[config.mk]
export PLATFORM = sky130hd
export DESIGN_NAME = mult18_arbiter_flat
export DESIGN_NICKNAME = d
export VERILOG_FILES = /design/src/rtl/mult18_arbiter_if.sv /design/src/rtl/mult18_arbiter.sv /design/src/flat_wrapper.sv
export SDC_FILE = /design/constraint.sdc
export NUM_CORES = 1
export LEC_CHECK = 0
export ABC_AREA = 1
export BUFFER_PORTS_ARGS = -buffer_cell sky130_fd_sc_hd__buf_4
export CAP_MARGIN = 20
export CORE_ASPECT_RATIO = 1.75
export CORE_MARGIN = 5
export CORE_UTILIZATION = 49
export CTS_CLUSTER_DIAMETER = 30
export CTS_CLUSTER_SIZE = 14
export DETAILED_ROUTE_END_ITERATION = 12
export MAX_ROUTING_LAYER = met4
export PLACE_DENSITY = 0.94
export SYNTH_ARGS = -nofsm -noshare
export SYNTH_HDL_FRONTEND = slang
export SYNTH_SLANG_ARGS = --single-unit
[constraint.sdc]
create_clock -name clk -period 5.2 [get_ports clk]
set_input_delay 0.26 -clock clk [delete_from_list [all_inputs] [get_ports clk]]
set_output_delay 0.26 -clock clk [all_outputs]
set_load 0.02 [all_outputs]
[src/rtl/mult18_arbiter_if.sv]
// Requester-side bus of mult18_arbiter: packed 18-bit operand pairs in, one-hot ready out,
// and a one-cycle tagged 36-bit response back to the requesters.
interface mult18_arbiter_if #(
  parameter int NREQ = 4
);
  localparam int ID_W = $clog2(NREQ);

  logic [NREQ-1:0]      req_valid;
  logic [18*NREQ-1:0]   req_a;
  logic [18*NREQ-1:0]   req_b;
  logic [NREQ-1:0]      req_ready;
  logic                 rsp_valid;
  logic [ID_W-1:0]      rsp_id;
  logic [35:0]          rsp_p;
  logic                 rsp_err;

  modport master (
    output req_valid, req_a, req_b,
    input  req_ready, rsp_valid, rsp_id, rsp_p, rsp_err
  );

  modport slave (
    input  req_valid, req_a, req_b,
    output req_ready, rsp_valid, rsp_id, rsp_p, rsp_err
  );
endinterface

[src/rtl/mult18_arbiter.sv]
// Round-robin arbiter sharing one mult18 among NREQ requesters via its level start/done handshake.
// Optional ISSUE watchdog is built only when MULT18_ARB_WDOG_EN is defined.
module mult18_arbiter #(
  parameter int NREQ        = 4,
  parameter int WDOG_CYCLES = 15
) (
  input  logic                  clk,
  input  logic                  rst,
  mult18_arbiter_if.slave       arb,
  output logic                  m_start_o,
  output logic [17:0]           m_a_o,
  output logic [17:0]           m_b_o,
  input  logic                  m_done_i,
  input  logic [35:0]           m_p_i
);
  localparam int ID_W = $clog2(NREQ);
  localparam int OP_W = 18;
  localparam int P_W  = 36;

  typedef enum logic [1:0] {
    ST_IDLE,
    ST_ISSUE,
    ST_RELEASE
  } state_e;

  state_e          state_q, state_d;
  logic [ID_W-1:0] rr_last_q, rr_last_d;
  logic [ID_W-1:0] cur_id_q, cur_id_d;
  logic            m_start_q, m_start_d;
  logic [OP_W-1:0] m_a_q, m_a_d;
  logic [OP_W-1:0] m_b_q, m_b_d;
  logic            rsp_valid_q, rsp_valid_d;
  logic [ID_W-1:0] rsp_id_q, rsp_id_d;
  logic [P_W-1:0]  rsp_p_q, rsp_p_d;

`ifdef MULT18_ARB_WDOG_EN
  localparam int WDOG_W = $clog2(WDOG_CYCLES + 1);
  logic [WDOG_W-1:0] wdog_q, wdog_d;
  logic              rsp_err_q, rsp_err_d;
`endif

  logic            any_valid;
  logic [ID_W-1:0] winner;
  logic [NREQ-1:0] ready_c;

  // Scan upward from the requester after the last winner, wrapping modulo NREQ.
  always_comb begin : rr_pick
    logic [ID_W-1:0] cand;
    int              sum;
    // NOTE: every variable driven here gets a value before any branch, so no latch is inferred.
    any_valid = 1'b0;
    winner    = '0;
    cand      = '0;
    sum       = 0;
    for (int k = 1; k <= NREQ; k++) begin
      sum = int'(rr_last_q) + k;
      if (sum >= NREQ) sum = sum - NREQ;
      cand = ID_W'(sum);
      if (!any_valid && arb.req_valid[cand]) begin
        any_valid = 1'b1;
        winner    = cand;
      end
    end
  end

  always_comb begin : fsm_next
    state_d     = state_q;
    rr_last_d   = rr_last_q;
    cur_id_d    = cur_id_q;
    m_start_d   = m_start_q;
    m_a_d       = m_a_q;
    m_b_d       = m_b_q;
    rsp_valid_d = 1'b0;
    rsp_id_d    = rsp_id_q;
    rsp_p_d     = rsp_p_q;
    ready_c     = '0;
`ifdef MULT18_ARB_WDOG_EN
    wdog_d      = wdog_q;
    rsp_err_d   = rsp_err_q;
`endif

    case (state_q)
      ST_IDLE: begin
        if (any_valid) begin
          ready_c[winner] = 1'b1;
          m_a_d           = arb.req_a[OP_W*winner +: OP_W];
          m_b_d           = arb.req_b[OP_W*winner +: OP_W];
          cur_id_d        = winner;
          rr_last_d       = winner;
          m_start_d       = 1'b1;
          state_d         = ST_ISSUE;
`ifdef MULT18_ARB_WDOG_EN
          wdog_d          = '0;
`endif
        end
      end

      ST_ISSUE: begin
        if (m_done_i) begin
          rsp_p_d     = m_p_i;
          rsp_id_d    = cur_id_q;
          rsp_valid_d = 1'b1;
          m_start_d   = 1'b0;
          state_d     = ST_RELEASE;
`ifdef MULT18_ARB_WDOG_EN
          rsp_err_d   = 1'b0;
`endif
        end
`ifdef MULT18_ARB_WDOG_EN
        // Timeout fires on the edge that closes the WDOG_CYCLES-th cycle spent in ISSUE.
        else if (wdog_q == WDOG_W'(WDOG_CYCLES - 1)) begin
          rsp_p_d     = '0;
          rsp_id_d    = cur_id_q;
          rsp_valid_d = 1'b1;
          rsp_err_d   = 1'b1;
          m_start_d   = 1'b0;
          state_d     = ST_RELEASE;
        end else begin
          wdog_d = wdog_q + 1'b1;
        end
`endif
      end

      ST_RELEASE: begin
        if (!m_done_i) state_d = ST_IDLE;
      end

      default: state_d = ST_IDLE;
    endcase
  end

  // NOTE: sequential state uses non-blocking assignments so all registers update together.
  always_ff @(posedge clk or posedge rst) begin
    if (rst) begin
      state_q     <= ST_IDLE;
      rr_last_q   <= ID_W'(NREQ - 1);
      cur_id_q    <= '0;
      m_start_q   <= 1'b0;
      m_a_q       <= '0;
      m_b_q       <= '0;
      rsp_valid_q <= 1'b0;
      rsp_id_q    <= '0;
      rsp_p_q     <= '0;
`ifdef MULT18_ARB_WDOG_EN
      wdog_q      <= '0;
      rsp_err_q   <= 1'b0;
`endif
    end else begin
      state_q     <= state_d;
      rr_last_q   <= rr_last_d;
      cur_id_q    <= cur_id_d;
      m_start_q   <= m_start_d;
      m_a_q       <= m_a_d;
      m_b_q       <= m_b_d;
      rsp_valid_q <= rsp_valid_d;
      rsp_id_q    <= rsp_id_d;
      rsp_p_q     <= rsp_p_d;
`ifdef MULT18_ARB_WDOG_EN
      wdog_q      <= wdog_d;
      rsp_err_q   <= rsp_err_d;
`endif
    end
  end

  // Ready is combinational from req_valid, so it is forced low while reset is held.
  assign arb.req_ready = rst ? '0 : ready_c;
  assign arb.rsp_valid = rsp_valid_q;
  assign arb.rsp_id    = rsp_id_q;
  assign arb.rsp_p     = rsp_p_q;
`ifdef MULT18_ARB_WDOG_EN
  assign arb.rsp_err   = rsp_err_q;
`else
  assign arb.rsp_err   = 1'b0;
`endif

  assign m_start_o = m_start_q;
  assign m_a_o     = m_a_q;
  assign m_b_o     = m_b_q;
endmodule

[src/flat_wrapper.sv]
// flat-port wrapper written by rule: the top's interface ports become plain ports
module mult18_arbiter_flat 
#(
  parameter int NREQ        = 4,
  parameter int WDOG_CYCLES = 15
)
  (clk, rst, m_start_o, m_a_o, m_b_o, m_done_i, m_p_i, arb_req_valid, arb_req_a, arb_req_b, arb_req_ready, arb_rsp_valid, arb_rsp_id, arb_rsp_p, arb_rsp_err);
  mult18_arbiter_if #(.NREQ(NREQ)) arb_i ();
  input  logic clk;
  input  logic rst;
  output logic m_start_o;
  output logic [17:0] m_a_o;
  output logic [17:0] m_b_o;
  input  logic m_done_i;
  input  logic [35:0] m_p_i;
  input wire logic [$bits(arb_i.req_valid)-1:0] arb_req_valid;
  input wire logic [$bits(arb_i.req_a)-1:0] arb_req_a;
  input wire logic [$bits(arb_i.req_b)-1:0] arb_req_b;
  output wire logic [$bits(arb_i.req_ready)-1:0] arb_req_ready;
  output wire logic [$bits(arb_i.rsp_valid)-1:0] arb_rsp_valid;
  output wire logic [$bits(arb_i.rsp_id)-1:0] arb_rsp_id;
  output wire logic [$bits(arb_i.rsp_p)-1:0] arb_rsp_p;
  output wire logic [$bits(arb_i.rsp_err)-1:0] arb_rsp_err;
  assign arb_i.req_valid = arb_req_valid;
  assign arb_i.req_a = arb_req_a;
  assign arb_i.req_b = arb_req_b;
  assign arb_req_ready = arb_i.req_ready;
  assign arb_rsp_valid = arb_i.rsp_valid;
  assign arb_rsp_id = arb_i.rsp_id;
  assign arb_rsp_p = arb_i.rsp_p;
  assign arb_rsp_err = arb_i.rsp_err;
  mult18_arbiter #(.NREQ(NREQ), .WDOG_CYCLES(WDOG_CYCLES)) u_core (.clk(clk), .rst(rst), .arb(arb_i), .m_start_o(m_start_o), .m_a_o(m_a_o), .m_b_o(m_b_o), .m_done_i(m_done_i), .m_p_i(m_p_i));
endmodule
# Word-level counts from Yosys, hierarchy flattened
# Cells that the tools add are included.
# totals
reg_bits,82
input_bits,187
out_inout_bits,81
# op_classes
addsub,8
n_mul,1
n_lt_le_gt_ge,10
n_eq_ne,5
n_shift,2
mux,34
n_reduce_logical,13
# ops
operator,count
$shiftx 72x8->18,2
$mux 2,11
$lt 2x3->1 const B,5
$mux 1,13
$mux 4,3
$ge 3x3->1 const B,3
$bmux 1 s2,4
$sub 2x1->2 const B,4
$add 2x2->3 const B,2
$mul 4x2->6 const A,1
$pmux 2 s3,1
$reduce_and 3->1,2
$add 2x3->4 const B,1
$ge 4x3->1 const B,1
$logic_and 1x1->1,4
$ne 2x2->1 const B,2
$reduce_and 2->1,2
$add 2x1->3 const B,1
$logic_not 1->1,3
$demux 1 s2,1
$eq 2x1->1 const B,1
$eq 2x2->1 const B,1
$ge 2x1->1 const B,1
$logic_not 2->1,1
other kinds (3),3

# Logic depth before layout (Yosys ltp)
# logic_depth
word_depth,22
depth_mapped,18
depth_no_buf,15

# Least setup slack after synthesis
# OpenSTA, ideal clock, no wires.
# synth_timing
path_kind,in2out
start,input rst
end,output arb_req_ready[2]
t_arrival_ps,2883
required_time_ps,4940
path_slack_ps,2057
cell_stages,3
path_buffers,0
path_cell_list,inv_1 -> nand2_1 -> nor3_1
# synth_between
elab_chain_len,1
# synth_lines
item,line,text
from (decl),flat_wrapper.sv:10,input logic rst;
$mux 4,mult18_arbiter.sv:166,assign arb.req_ready = rst ? '0 : ready_c;
to (decl),flat_wrapper.sv:19,output wire logic [$bits(arb_i.req_ready)-1:0] arb_req_ready;
# No other way between the ends.

# Worst setup path in the final report
# layout_timing
start,register u_core.rr_last_q[0]
end,output arb_req_ready[2]
# layout_between
elab_chain_len,22
# layout_lines
item,line,text
from (decl),mult18_arbiter.sv:27,"logic [ID_W-1:0] rr_last_q, rr_last_d;"
from (signal assigned),mult18_arbiter.sv:136,rr_last_q <= ID_W'(NREQ - 1);
from (signal assigned),mult18_arbiter.sv:150,rr_last_q <= rr_last_d;
$add 2x1->3,mult18_arbiter.sv:56,sum = int'(rr_last_q) + k;
$ge 3x3->1 or $sub 2x1->2 (tied branches),mult18_arbiter.sv:57,if (sum >= NREQ) sum = sum - NREQ;
$mux 2,mult18_arbiter.sv:57,
$bmux 1 s2,mult18_arbiter.sv:59,if (!any_valid && arb.req_valid[cand]) begin
$mux 1 (not written as such),mult18_arbiter.sv:59,
$mux 1,mult18_arbiter.sv:59,
$logic_not 1->1,mult18_arbiter.sv:59,
$logic_and 1x1->1,mult18_arbiter.sv:59,
[... 6 more ...],n/a,
$mux 2,mult18_arbiter.sv:59,
$lt 2x3->1 (not written as such) or $ge 2x1->1 (tied branches),mult18_arbiter.sv:85,ready_c[winner] = 1'b1;
$logic_and 1x1->1 (not written as such),mult18_arbiter.sv:85,
$mux 1 (not written as such),mult18_arbiter.sv:85,
$demux 1 s2,n/a,
$mux 4 *,mult18_arbiter.sv:84,if (any_valid) begin
$mux 4 *,mult18_arbiter.sv:82,case (state_q)
$mux 4 *,mult18_arbiter.sv:166,
# Mark *: on every way between the ends. The rest lies on a longest branch, timed or not. The select of a mux whose other input is x is not followed.

==> flow_summary_export.csv <==
group,metric,value,unit
finish,area_growth,47.98,%
routing,vias,5617,
clocking,h-tree-depth,3,
critical_path,max_stage_delay,0.60,ns
synthesis,synth_warnings,0,
placed_design,dp_hpwl,11.86,mm
clocking,clockBufferDepth,2,
synthesis,async_flop_share,100.0,%
critical_path,criticalPathCategory,"flip-flop to output pin",
finish,multi_input_area,2444,µm²
synthesis,synthesis.nets,941,
critical_path,crit_fanout,44,
clocking,cts_sinks,82,
clocking,clk_latency,0.34,ns
synthesis,yosysUniqueCellTypes,25,
timing,finalHoldViolCount,0,
routing,drt_iter0_drc,202,
die,die_area,11950,µm²
finish,design_area,7101,µm²
clocking,clock-root-buffer,"clkbuf_16",
die,row_count,47,
finish,layout.nets,1180,
synthesis,syn_inst,754,
timing,rsz0062_at_grt,"no",
routing,met2WireLength,8.108,mm
synthesis,synth_seq_cells,82,
synthesis,ys_seq_area_share,42.82,%
routing,route.detailed.drc,0,
pwr,p_per_area,771.7,nW/µm²
clocking,ctsHoldBuffers,1,
synthesis,synth_common_cells,"nand2_1, dfrtp_1, nand3_1",
pwr,irDropWorstVdd,542.0,µV
critical_path,cp-end-kind,"output pin",
finish,final_util,74.53,%
finish,nFillCells,773,
placed_design,dpl_cell_area,6761,µm²
routing,final_antenna_net_count,0,
placed_design,port_buffers,266,
timing,worst_pin_slew,0.9402,ns
routing,top_layer_used,"met4",
critical_path,arrival,3.21,ns
critical_path,cp-start-kind,"flip-flop",
die,core,9527,µm²
die,die_w,84.81,µm
critical_path,cp.required,4.94,ns
status,status,"finished clean",
die,die_y,140.9,µm
finish,n_antenna_cell,0,
grt,groute.usage.overall,27.09,%
finish,drive_gt1_share,30.46,%
timing,period_minus_slack,3.468,ns
clocking,post-cts-setup-buffers,0,
synthesis,syn_area,4798,µm²
die,ioPinCount,268,
timing,fmax,288.3,MHz
timing,slew-limit-headroom,37.32,%
timing,finalMaxSlewViolations,0,
timing,min_period_over_period,66.70,%
synthesis,synth.avg_cell_area,6.364,µm²
routing,viasPerCell,5.015,
synthesis,synth_top_area_share,41.72,%
grt,first_global_vias,5489,
clocking,cts_buffers,9,
routing,routed_wl,15.88,mm
die,initial_core_util,50.37,%
placed_design,gp_congestion,0.8705,
synthesis,yosys.cell_count.top_type,"nand2_1",
grt,grt.overflow.total,0,
grt,grt_pass1_wl,25.27,mm
min_path,hold_class,"input pin to flip-flop",
pwr,p_leak,4.296,nW
timing,fin_tns_setup,0,ns
routing,wl_met1,5.973,mm
synthesis,synth_flop_cell,"dfrtp_1",
grt,grt_max_degree,78,
clocking,post_cts_resized,0,
timing,hold_ws,0.1165,ns
synthesis,yosys-top-cells-area,"dfrtp_1, nand2_1, nand3_1, clkbuf_1, buf_2",
routing,drtPass1Iterations,7,
critical_path,r2r_setup_slack,2.33,ns
critical_path,worstPathCellList,"inv_2 > nand2_1 > nand2_1 > nand2_1 > nand2_2 > a21oi_1 > nand2_2 > nand2_2 > buf_4 > inv_2 > nor3_1 > buf_4",
synthesis,yosys.area.top_type,"dfrtp_1",
routing,wl_per_cell,14.18,µm
grt,antenna_found_initial,0,
finish,regArea,2054,µm²
critical_path,slowest_stage,"dfstp_2",
clocking,cts_tree,"yes",
routing,met3_wirelength,996,µm
run,drv_cap,0,
timing,skew,0.005734,ns
clocking,clk_pin_slew,0.06,ns
synthesis,synth_edf_count,0,
timing,setup_violations,0,
==> per-stage QoR <==
stage	power (mW)	worst slack, ns	cells
2_1_floorplan	3.823	2.057	754
3_5_place_dp	4.809	2.127	1103
4_1_cts	5.511	1.763	1120
6_report	5.479	1.732	1120
3_3_place_gp	4.728	2.130	1103
5_1_grt	6.022	1.503	1120
==> where the power goes <==
group | leakage (nW) | total (mW) | internal (mW) | switching [mW]
combinational | 3.12 | 3.66 | 1.24 | 2.42
clock | 0.159 | 0.683 | 0.434 | 0.249
sequential | 1.02 | 1.13 | 0.960 | 0.173
==> final timing paths <==
check	startpoint	end	cells after the start
setup / recovery	u_core.rr_last_q[0]$_DFFE_PP1P_	arb_req_ready[2]	12
hold / removal	m_p_i[6]	u_core.arb.rsp_p[6]$_DFFE_PP0P_	3
setup reg to reg	u_core.rr_last_q[0]$_DFFE_PP1P_	u_core.m_b_o[14]$_DFFE_PP0P_	15
hold reg to reg	u_core.m_b_o[8]$_DFFE_PP0P_	u_core.m_b_o[8]$_DFFE_PP0P_	2
max in group asynchronous	rst	u_core.arb.rsp_p[13]$_DFFE_PP0P_	4
min in group asynchronous	rst	u_core.arb.rsp_p[5]$_DFFE_PP0P_	3
==> layout make-up <==
type                            count  share of cell area [%]
Clock buffer                       10                   3.366
Clock inverter                      6                   1.269
Inverter                           14                  0.7577
Multi-Input combinational cell    611                   34.41
Sequential cell                    82                   28.93
Tap cell                          122                   2.150
Timing Repair Buffer              275                   29.11
==> worst max-delay path: cells and delay by family (launching register included) <==
family          cells  cell delay, ns
compound gates      1            0.16
buf+inv             4            0.83
flops               1            0.60
simple gates        7            1.26
==> flip-flops by register name, indices dropped and copies added, names as in the netlist, 2 cells and up <==
signal             count
u_core.arb.rsp_id      2
u_core.arb.rsp_p      36
u_core.cur_id_q        2
u_core.m_a_o          18
u_core.m_b_o          18
u_core.rr_last_q       2
u_core.state_q         2
==> per-layer routing <==
layer	GRT usage (%)	up-vias
met5	-	-
met4	14.51	0
met3	3.619	57
met2	46.39	255
met1	30.34	2524
li1	-	2781
==> logic make-up (layout without fill, tap and decap cells) <==
family,Yosys count,count (layout),synth area share (%)
buffers and inverters,61,305,6.258
other,1,1,0.07815
DFF,82,82,42.82
and+or+nand+nor,600,600,49.70
AOI/OAI and AO/OA,10,10,1.147
==> layout by cell type, fill, tap and decap left out, types with 2 or more instances in the layout <==
cell type and n:
buf_4 274, bufinv_16 2, clkbuf_16 9, clkinv_2 2, clkinv_4 2, dfrtp_1 80
dfstp_2 2, inv_1 8, inv_2 4, nand2_1 507, nand2_2 5, nand3_1 76
nor2_1 4, nor3_1 4, o21ai_0 6
Power figures use the tool's default switching activity.
